`src/rtl/fifo_route_ctrl.sv`:
```
// fifo_route_ctrl
//   Arbiter and sequencer for the four-channel FIFO crossbar. The UART and SPI
//   hosts each request one of four channel FIFOs. One host at a time owns the
//   crossbar select. Its raw FIFO strobes only pass while it holds the grant.
//
//   Optional feature macro: ROUTE_TIMEOUT_EN. When it is defined, an owner
//   that issues no strobes for TIMEOUT cycles is forcibly released. That host
//   stays ineligible until its req has been seen low.
//
// Parameters
//   SETTLE_CYC  cycles upr is held stable before grant (1..15)
//   TIMEOUT     idle-owner cycles before forced release (2..65535)
//
// Ports
//   clk, rst                       clock (rising edge), async active-high reset
//   uart_req, uart_ch              UART request level and requested channel
//   uart_gnt                       UART owns upr
//   uart_wr_in, uart_rd_in         raw UART strobes
//   uart_fifo_wr_en/rd_en          gated UART strobes
//   spi_req, spi_ch, spi_gnt       same roles for SPI
//   spi_wr_in, spi_clr_in          raw SPI strobes
//   fifo_wr_spi, spi_clr_fifo      gated SPI strobes
//   upr                            crossbar select (00-03 UART, 10-13 SPI, FF none)
//   busy                           controller not idle
//   drop_err                       sticky: raw strobe seen from an ungranted host
//   timeout_evt                    one-cycle pulse on forced release
module fifo_route_ctrl #(
  parameter int unsigned SETTLE_CYC = 2,
  parameter int unsigned TIMEOUT    = 1024
) (
  input  logic       clk,
  input  logic       rst,
  input  logic       uart_req,
  input  logic [1:0] uart_ch,
  output logic       uart_gnt,
  input  logic       uart_wr_in,
  input  logic       uart_rd_in,
  output logic       uart_fifo_wr_en,
  output logic       uart_fifo_rd_en,
  input  logic       spi_req,
  input  logic [1:0] spi_ch,
  output logic       spi_gnt,
  input  logic       spi_wr_in,
  input  logic       spi_clr_in,
  output logic       fifo_wr_spi,
  output logic       spi_clr_fifo,
  output logic [7:0] upr,
  output logic       busy,
  output logic       drop_err,
  output logic       timeout_evt
);

  if (SETTLE_CYC < 1 || SETTLE_CYC > 15) begin : g_bad_settle
    $error("SETTLE_CYC must be within 1..15");
  end
  if (TIMEOUT < 2 || TIMEOUT > 65535) begin : g_bad_timeout
    $error("TIMEOUT must be within 2..65535");
  end

  typedef enum logic [1:0] {
    S_IDLE,
    S_SETTLE,
    S_GRANT,
    S_RELEASE
  } state_t;

  localparam logic [3:0] SETTLE_LD = 4'(SETTLE_CYC);
  localparam logic [7:0] UPR_NONE  = 8'hFF;

  state_t     state;
  logic       owner;       // 0 = UART, 1 = SPI
  logic       rr;          // 0 favours UART when both request
  logic [3:0] settle_cnt;
  logic       uart_elig;
  logic       spi_elig;
  logic       pick_spi;
  logic       owner_req;
  logic       uart_raw;
  logic       spi_raw;

  assign uart_raw  = uart_wr_in | uart_rd_in;
  assign spi_raw   = spi_wr_in | spi_clr_in;
  assign owner_req = owner ? spi_req : uart_req;

`ifdef ROUTE_TIMEOUT_EN
  localparam logic [15:0] TO_LAST = 16'(TIMEOUT - 1);

  logic [15:0] to_cnt;
  logic        uart_blk;
  logic        spi_blk;
  logic        owner_raw;

  assign owner_raw = owner ? spi_raw : uart_raw;
  assign uart_elig = uart_req & ~uart_blk;
  assign spi_elig  = spi_req & ~spi_blk;
`else
  assign uart_elig   = uart_req;
  assign spi_elig    = spi_req;
  assign timeout_evt = 1'b0;
`endif

  always_comb begin
    pick_spi = spi_elig & (~uart_elig | rr);
  end

  // Gates use the registered grants, so a strobe only passes in GRANT.
  // Only the owner's grant is ever set, so the other host's strobes stay 0.
  assign uart_fifo_wr_en = uart_wr_in & uart_gnt;
  assign uart_fifo_rd_en = uart_rd_in & uart_gnt;
  assign fifo_wr_spi     = spi_wr_in & spi_gnt;
  assign spi_clr_fifo    = spi_clr_in & spi_gnt;

  assign busy = (state != S_IDLE);

  always_ff @(posedge clk or posedge rst) begin
    if (rst) begin
      state      <= S_IDLE;
      owner      <= 1'b0;
      rr         <= 1'b0;
      settle_cnt <= '0;
      upr        <= UPR_NONE;
      uart_gnt   <= 1'b0;
      spi_gnt    <= 1'b0;
      drop_err   <= 1'b0;
`ifdef ROUTE_TIMEOUT_EN
      to_cnt      <= '0;
      uart_blk    <= 1'b0;
      spi_blk     <= 1'b0;
      timeout_evt <= 1'b0;
`endif
    end else begin
      if ((uart_raw & ~uart_gnt) | (spi_raw & ~spi_gnt)) begin
        drop_err <= 1'b1;
      end
`ifdef ROUTE_TIMEOUT_EN
      timeout_evt <= 1'b0;
      // A block clears once req is sampled low. A timeout below re-sets it.
      uart_blk    <= uart_blk & uart_req;
      spi_blk     <= spi_blk & spi_req;
`endif
      case (state)
        S_IDLE: begin
          if (uart_elig | spi_elig) begin
            owner      <= pick_spi;
            upr        <= pick_spi ? {4'h1, 2'b00, spi_ch} : {6'b0, uart_ch};
            settle_cnt <= SETTLE_LD;
            state      <= S_SETTLE;
          end
        end
        S_SETTLE: begin
          if (!owner_req) begin
            upr   <= UPR_NONE;
            state <= S_RELEASE;
          end else if (settle_cnt <= 4'd1) begin
            // The grant registers on the edge where the count would reach 0.
            // This keeps upr stable for exactly SETTLE_CYC cycles first.
            uart_gnt <= ~owner;
            spi_gnt  <= owner;
            state    <= S_GRANT;
`ifdef ROUTE_TIMEOUT_EN
            to_cnt   <= '0;
`endif
          end else begin
            settle_cnt <= settle_cnt - 4'd1;
          end
        end
        S_GRANT: begin
          if (!owner_req) begin
            uart_gnt <= 1'b0;
            spi_gnt  <= 1'b0;
            upr      <= UPR_NONE;
            state    <= S_RELEASE;
          end
`ifdef ROUTE_TIMEOUT_EN
          else if (owner_raw) begin
            to_cnt <= '0;
          end else if (to_cnt == TO_LAST) begin
            uart_gnt    <= 1'b0;
            spi_gnt     <= 1'b0;
            upr         <= UPR_NONE;
            state       <= S_RELEASE;
            timeout_evt <= 1'b1;
            if (owner) spi_blk <= 1'b1;
            else       uart_blk <= 1'b1;
          end else begin
            to_cnt <= to_cnt + 16'd1;
          end
`endif
        end
        S_RELEASE: begin
          rr    <= ~owner;
          state <= S_IDLE;
        end
        default: state <= S_IDLE;
      endcase
    end
  end

endmodule

```
`config.mk`:
```
export PLATFORM = sky130hd
export DESIGN_NAME = fifo_route_ctrl
export DESIGN_NICKNAME = d
export VERILOG_FILES = /design/src/rtl/fifo_route_ctrl.sv
export SDC_FILE = /design/constraint.sdc
export NUM_CORES = 1
export LEC_CHECK = 0
export ABC_AREA = 1
export ABC_CLOCK_PERIOD_IN_PS = 3100
export BUFFER_PORTS_ARGS = -buffer_cell sky130_fd_sc_hd__buf_4
export CORE_MARGIN = 10
export CORE_UTILIZATION = 58
export CTS_BUF_LIST = sky130_fd_sc_hd__clkbuf_8
export CTS_CLUSTER_SIZE = 28
export DETAILED_ROUTE_END_ITERATION = 12
export GPL_TIMING_DRIVEN = 0
export HOLD_SLACK_MARGIN = 0.15
export PLACE_DENSITY = 0.84
export SYNTH_ARGS = -nofsm -noshare
export SYNTH_HDL_FRONTEND = slang
export SYNTH_SLANG_ARGS = --single-unit
```
`constraint.sdc`:
```
create_clock -name clk -period 3.1 [get_ports clk]
set_clock_uncertainty 0.1 [all_clocks]
set_input_delay 0.155 -clock clk [delete_from_list [all_inputs] [get_ports clk]]
set_output_delay 0.155 -clock clk [all_outputs]
set_load 0.03 [all_outputs]
```
==> results by group, run 1 <==
Synthesis
  – #FFs+latches synth: 15
  – Sequential fraction of the synthesis area: 0.353
  – Syn Area/Cell: roughly 7.0 um^2
  – Synth cell types: 21
  – Asr flop ratio synth: 1.00
  – Synthesis Warnings: 0
  – Top cell type's share of synthesized area: 0.255
  – Most common cell in the netlist: nand2_1
  – Leading area contributor after synthesis: dfrtp_1
  – Commonest cells in the netlist: 53 x nand2_1, 22 x inv_1, 17 x nor2_1
  – Synth top area cells: dfrtp_1 26%, nand2_1 18%, dfstp_2 9.7%
  – Primary FF master, synth: dfrtp_1
  – EDFF count, synth: 0
  – Mapped cell area: around 1100 um^2
  – Syn Nets: 172
  – Mapped Cells: around 150

Finish
  – Fillers: between 100 and 150
  – Synth-to-layout area growth: 32.4%
  – Antenna cells: 0
  – Area of the multi-input gates: 567 um^2
  – Fin util: 0.818
  – Register area: around 380 um^2
  – Layout cells sized above 1: 0.277
  – Final #Nets: between 200 and 250

Detailed routing
  – Remaining DRCs: 0
  – Wire per inst: between 10 and 15 um
  – Via count: 1056
  – Routed vias/inst: between 4 and 5
  – Antenna-violating nets left: 0
  – First drt pass iteration count: 4
  – Detailed Route Iter0 Violations: 50
  – WL final: approximately 2700 um

Worst setup path
  – Element type at the critical path start: flop
  – Worst r2r dst: upr[0]
  – Max Fanout on Critical Path: 6
  – Reg2reg path depth: 7
  – Setup crit end kind: flop
  – Critical Path End: upr[0]
  – Crit path from: state[0]
  – Arrival time at the worst endpoint: around 2100 ps
  – Worst path required time: around 3200 ps
  – Worst Setup Path Type: flop to flop
  – Worst r2r src: state[0]
  – Flop2flop setup slack: 1040 ps

Global routing
  – First-pass GRT wire length: roughly 4500 um
  – Met1 usage: 0.153
  – GRT Total Usage: 0.139
  – Met3 usage: 0.0389
  – M2 GR Usage: 0.241
  – Vias in the first global route: between 900 and 1000
  – Largest net degree at the start of global routing: 16
  – Gr ovfl total: 0
  – GRT busiest layer: met2
  – Initial antenna violation count: 0

Die
  – IO Pins: 29
  – Num rows: 15
  – Height of the die: between 60 and 70 um
  – Core area: roughly 1700 um^2
  – DIE AREA: 3980 um^2
  – Die width: roughly 63 um
  – Initial Util: 0.618

STA
  – TNS Setup: 0 ps
  – Setup violators final: 0
  – Final hold violation count: 0
  – Relative slew slack: 0.591
  – Crit path time final: slightly above 2000 ps
  – Pins Over Slew Limit: 0
  – RSZ-0062 raised after global routing: false
  – Period utilisation layout: 0.664
  – Max Clock Freq: 0.486 GHz
  – Worst Tran Pin Value: 613 ps

Run status
  – Outcome: finished clean

Clocking
  – Worst skew pair latency: between 200 and 300 ps
  – CTS Buffer Depth: 2
  – Number of setup buffers added after CTS: 0
  – CTS clk-pin slew, worst paths: around 60 ps
  – H-tree levels: 1
  – Clk root buf: clkbuf_8
  – Clock sink count: 15
  – CTS tree: yes
  – TritonCTS Buffers: 3
  – Post-CTS sizing: 0

Placed design
  – Input/output buffers: 27
  – Dpl hpwl: between 1500 and 2000 um
  – Gpl congestion: 0.838

Pwr
  – Overall Power: between 0.0015 and 0.002 W
  – VDD IR max: 0.724 mV
  – Pleak: between 0.8 and 0.9 nW
  – Cell Pwr Density: 1160 nW/um^2

Min path
  – Min-delay worst type: input port to flop

Job
  – Max-cap violations: 0
[metrics by stage]
| step | setup slack [ps] | std cells | instance area [um^2] | hold slack [ps] |
|---|---|---|---|---|
| 2_1_floorplan | 1500 | 153 | 1080 | -46.4 |
| 4_1_cts | 1160 | 216 | 1430 | 159 |
| 3_5_place_dp | 1500 | 205 | 1310 | 166 |
| 6_report | 1040 | 216 | 1430 | 189 |
| 5_1_grt | 946 | 216 | 1430 | 207 |
| 3_3_place_gp | 1560 | 205 | 1310 | 137 |
[registers in the layout, summed over array words and instances (netlist names)]
signal / count
owner: 1
uart_gnt: 1
rr: 1
settle_cnt: 4
spi_gnt: 1
state: 2
upr: 4
drop_err: 1
[routing by layer]
metal / routed length [um] / up-vias
li1: - / 532
met1: 1190 / 483
met2: 1340 / 36
met3: 174 / 5
met4: 48 / 0
met5: 0 / -
[how the worst min path moves through the flow]
stage / cells past startpoint / to / slack (ps) / from
floorplan: 1 / drop_err / -50 / rst
global placement: 2 / settle_cnt[2] / 140 / rst
detailed placement: 2 / settle_cnt[2] / 170 / rst
CTS: 5 / drop_err / 160 / spi_clr_in
global route: 5 / drop_err / 210 / spi_clr_in
finish: 5 / drop_err / 190 / spi_clr_in
[cells by family after synthesis]
group                      count (synthesis)  share of synthesized area
AOI/OAI and AO/OA                          8                     0.0406
xor gates and xnor gates                   1                    0.00812
adders and majority gates                  7                     0.0812
other                                      1                    0.00348
DFF                                       15                      0.353
buffers and inverters                     30                      0.122
and+or+nand+nor                           91                      0.392
[worst max-delay path: stages (launching register included)]
cell           delay (ps)
dfrtp_1               450
inv_1                 110
ha_1                  380
inv_1                 130
nand3_1                90
dlygate4sd3_1         570
nand2_1                80
nand2_1                70
[power by group]
part | total, W | leakage, nW | internal (W) | switching, W
clock | 0.000158 | 0.0269 | 0.0000878 | 0.0000703
combinational | 0.00109 | 0.616 | 0.000412 | 0.000674
sequential | 0.000406 | 0.175 | 0.000310 | 0.0000960
[what timing repair did]
item                                    4_1_cts  5_1_grt
endpoints found under the setup margin        0        0
hold endpoints to repair                     14        0
hold buffers                                  7        0
[layout by cell type, fill, tap and decap left out, drive strengths merged]
master	n
conb	1
nor2	18
dfstp	4
dfrtp	11
xnor2	1
dlygate4sd3	7
nand4	1
ha	7
o21ai	6
clkbuf	3
nand2	59
nand3	13
buf	32
inv	26
a21oi	2
[cell type report]
type | instances | share of cell area
clock inverters | 1 | 0.00263
clock buffers | 3 | 0.0289
repair buffers | 34 | 0.191
flip-flops and latches | 15 | 0.266
well taps | 25 | 0.0219
multi-input cells | 108 | 0.397
plain buffers | 5 | 0.0263
inverters | 25 | 0.0657
Note: power is estimated with default switching activity, not from simulation.
==> run 2: changes to the inputs <==
==> config.mk (replaced) <==
export PLATFORM = sky130hd
export DESIGN_NAME = fifo_route_ctrl
export DESIGN_NICKNAME = d
export VERILOG_FILES = /design/src/rtl/fifo_route_ctrl.sv
export SDC_FILE = /design/constraint.sdc
export NUM_CORES = 1
export LEC_CHECK = 0
export ABC_AREA = 0
export ABC_CLOCK_PERIOD_IN_PS = 1900
export BUFFER_PORTS_ARGS = -buffer_cell sky130_fd_sc_hd__buf_4
export CORE_MARGIN = 10
export CORE_UTILIZATION = 53
export CTS_BUF_LIST = sky130_fd_sc_hd__clkbuf_8
export CTS_CLUSTER_SIZE = 28
export DETAILED_ROUTE_END_ITERATION = 12
export GPL_TIMING_DRIVEN = 0
export HOLD_SLACK_MARGIN = 0.15
export PLACE_DENSITY = 0.78
export SYNTH_ARGS = -nofsm -noshare
export SYNTH_HDL_FRONTEND = slang
export SYNTH_SLANG_ARGS = --single-unit
==> constraint.sdc (replaced) <==
create_clock -name clk -period 1.9 [get_ports clk]
set_clock_uncertainty 0.1 [all_clocks]
set_input_delay 0.095 -clock clk [delete_from_list [all_inputs] [get_ports clk]]
set_output_delay 0.095 -clock clk [all_outputs]
set_load 0.03 [all_outputs]
==> results by group, run 2 <==
Placed design
  – Post-DP Area: 1230 um^2 (-6.6%)
  – Dpl ws: -217 ps (-1720 ps)
  – Gpl congestion: 0.751 (-10%)
  – Input/output buffers: 27 (unchanged)
  – Dpl hpwl: 1860 um (-5.4%)

Global routing
  – GRT Total Usage: 0.136 (-0.00224)
  – Initial antenna violation count: 0 (unchanged)
  – Vias in the first global route: 951 (-2.6%)
  – Gr ovfl total: 0 (unchanged)
  – First-pass GRT wire length: 4550 um (+0.93%)
  – Largest net degree at the start of global routing: 16 (unchanged)

Worst setup path
  – Slowest Stage Delay on Critical Path: 450 ps (-120 ps)
  – Worst path required time: 1910 ps (-1270 ps)
  – Arrival time at the worst endpoint: 1820 ps (-310 ps)
  – Element type at the critical path start: flop
  – Max Fanout on Critical Path: 7 (+1)
  – Worst Setup Path Type: flop to flop
  – CP Cell Sequence: inv_1, ha_2, nor3b_4, nor2_1, a221oi_1, o311ai_1
  – Slowest cell on the critical path: dfrtp_2
  – Setup crit end kind: flop

Pwr
  – Pleak: 0.675 nW (-17%)
  – Cell Pwr Density: 1560 nW/um^2 (+35%)
  – VDD IR max: 1.13 mV (+56%)

Clocking
  – CTS tree: yes
  – TritonCTS Buffers: 3 (unchanged)
  – Clock sink count: 15 (unchanged)
  – Worst skew pair latency: 250 ps (about the same)
  – H-tree levels: 1 (unchanged)
  – CTS clk-pin slew, worst paths: 70 ps (about the same)
  – Clk root buf: clkbuf_8
  – CTS Buffer Depth: 2 (unchanged)

Detailed routing
  – First drt pass iteration count: 4 (unchanged)
  – Detailed Route Iter0 Violations: 25 (-50%)
  – Wire per inst: 14.8 um (+17%)
  – Routed vias/inst: 5.35 (+9.5%)
  – Antenna-violating nets left: 0 (unchanged)
  – WL final: 2690 um (-2.1%)
  – Remaining DRCs: 0 (unchanged)
  – Via count: 969 (-8.2%)

Synthesis
  – Primary FF master, synth: dfrtp_1
  – Synthesis Warnings: 0 (unchanged)
  – Asr flop ratio synth: 1.00 (unchanged)
  – Synth cell types: 34 (+62%)
  – Synth top area cells: dfrtp_1 28%, dfstp_2 11%, ha_1 8.8%
  – Top cell type's share of synthesized area: 0.277 (+0.0222)
  – Syn Nets: 130 (-24%)
  – Leading area contributor after synthesis: dfrtp_1
  – Most common cell in the netlist: nor2_1
  – Mapped Cells: 111 (-27%)
  – Commonest cells in the netlist: 16 x nor2_1, 11 x dfrtp_1, 8 x a21oi_1
  – Sequential fraction of the synthesis area: 0.383 (+0.0307)
  – Syn Area/Cell: 8.94 um^2 (+27%)
  – #FFs+latches synth: 15 (unchanged)
  – EDFF count, synth: 0 (unchanged)
  – Mapped cell area: 992 um^2 (-8.0%)

Die
  – Height of the die: 63.3 um (+0.23%)
  – Die width: 63.3 um (+0.23%)
  – Num rows: 15 (unchanged)
  – Core area: 1750 um^2 (unchanged)
  – IO Pins: 29 (unchanged)
  – DIE AREA: 4000 um^2 (+0.46%)
  – Initial Util: 0.568 (-0.0495)

STA
  – Final WS setup: 94.9 ps (-948 ps)
  – TNS Setup: 0 ps (unchanged)
  – Final hold violation count: 0 (unchanged)
  – Max Clock Freq: 0.554 GHz (+14%)
  – Crit path time final: 1810 ps (-252 ps)
  – Final hold slack: 228 ps (+39.2 ps)
  – Pins Over Slew Limit: 0 (unchanged)
  – RSZ-0062 raised after global routing: false
  – Relative slew slack: 0.602 (+0.0104)
  – Setup violators final: 0 (unchanged)
  – Worst Tran Pin Value: 597 ps (-15.7 ps)
  – Period utilisation layout: 0.950 (+0.287)

Min path
  – Min-delay worst type: input port to flop

Finish
  – Cell area after layout: 1430 um^2 (+0.18%)
  – Synth-to-layout area growth: 44.1%
  – Fin util: 0.819 (+0.00143)
  – Layout cells sized above 1: 0.346 (+0.0687)
  – Antenna cells: 0 (unchanged)
  – Most frequent cells in the layout: 34 x buf_4, 15 x nor2_1, 12 x dlygate4sd3_1
  – Final #Nets: 176 (-17%)
  – Fillers: 130 (+15%)
  – Commonest non-fill, non-tap cell in the layout: buf_4
  – Largest regs: settle_cnt (4), upr (4), state (2)

Run status
  – Outcome: finished clean

Job
  – Max-cap violations: 0 (unchanged)
## run 2: cell count changes in the layout (fill, tap and decap cells not counted), sizes merged, moves of 3 or more
cell | before | now
a211oi | 0 | 4
a21oi | 2 | 8
and2 | 0 | 4
buf | 32 | 35
dlygate4sd3 | 7 | 12
inv | 26 | 7
mux2i | 0 | 3
nand2 | 59 | 5
nand3 | 13 | 2
nor3 | 0 | 3
## run 2: cells by family (layout without fill, tap and decap cells)
group / after synthesis / count (layout) / synth area share
other: 1 / 1 / 0.00378
AND/OR/NAND/NOR: 41 / 41 / 0.207
buffers and inverters: 13 / 58 / 0.0694
XOR/XNOR: 1 / 1 / 0.00883
AO/OA/AOI/OAI: 29 / 29 / 0.194
flip-flops: 15 / 15 / 0.383
adder cells (fa/ha/maj): 7 / 7 / 0.0883
multiplexers: 4 / 4 / 0.0454
## run 2: metrics by stage
| step | std cells | power (W) |
|---|---|---|
| after CTS | 181 | 0.00219 |
| after detailed placement | 163 | 0.00184 |
| after global routing | 181 | 0.00239 |
| after global placement | 163 | 0.00179 |
| final | 181 | 0.00223 |
| after floorplan | 111 | 0.00149 |
## run 2: worst max-delay path, delay by kind of cell (launching register included)
kind / cells / cell delay (ps)
AOI/OAI and AO/OA: 2 / 460
and+or+nand+nor: 2 / 290
adders and majority gates: 1 / 230
buffers and inverters: 1 / 120
DFF: 1 / 450
## run 2: routing by layer
layer / global-route usage / vias up / share of wire
met5: 0 / - / 0
met4: 0.0601 / 0 / 0.020
met3: 0.0371 / 5 / 0.060
met2: 0.239 / 29 / 0.53
met1: 0.150 / 461 / 0.39
li1: - / 474 / -
## run 2: worst paths after layout
path / startpoint / to / slack [ps] / cells after the start
setup / recovery: state[1] / state[1] / 90 / 6
hold / removal: uart_req / upr[4] / 230 / 4
setup reg to reg: state[1] / state[1] / 90 / 6
hold reg to reg: drop_err / drop_err / 390 / 2
max in group asynchronous: rst / state[0] / 910 / 3
min in group asynchronous: rst / rr / 360 / 3
## run 2: report_power, final
| part | total [W] | switching [W] | internal (W) |
|---|---|---|---|
| Clock | 0.000269 | 0.000124 | 0.000146 |
| Combinational | 0.00136 | 0.000791 | 0.000574 |
| Sequential | 0.000591 | 0.000116 | 0.000475 |
## run 2: area by class of cell
cell class | count | area (um^2) | share of cell area
buffer | 6 | 42.5 | 0.0297
clock buffer | 3 | 41.3 | 0.0289
clock inverter | 1 | 5.00 | 0.00350
inverter | 7 | 26.3 | 0.0184
multi-input combinational | 83 | 563 | 0.394
sequential | 15 | 383 | 0.268
tap | 25 | 31.3 | 0.0219
timing repair buffer | 41 | 338 | 0.236
## run 2: what timing repair did
action,4_1_cts,5_1_grt
endpoints found under the setup margin,3,3
gates resized for setup,4,4
hold endpoints to repair,20,0
hold buffers,12,0
setup buffers,2,0
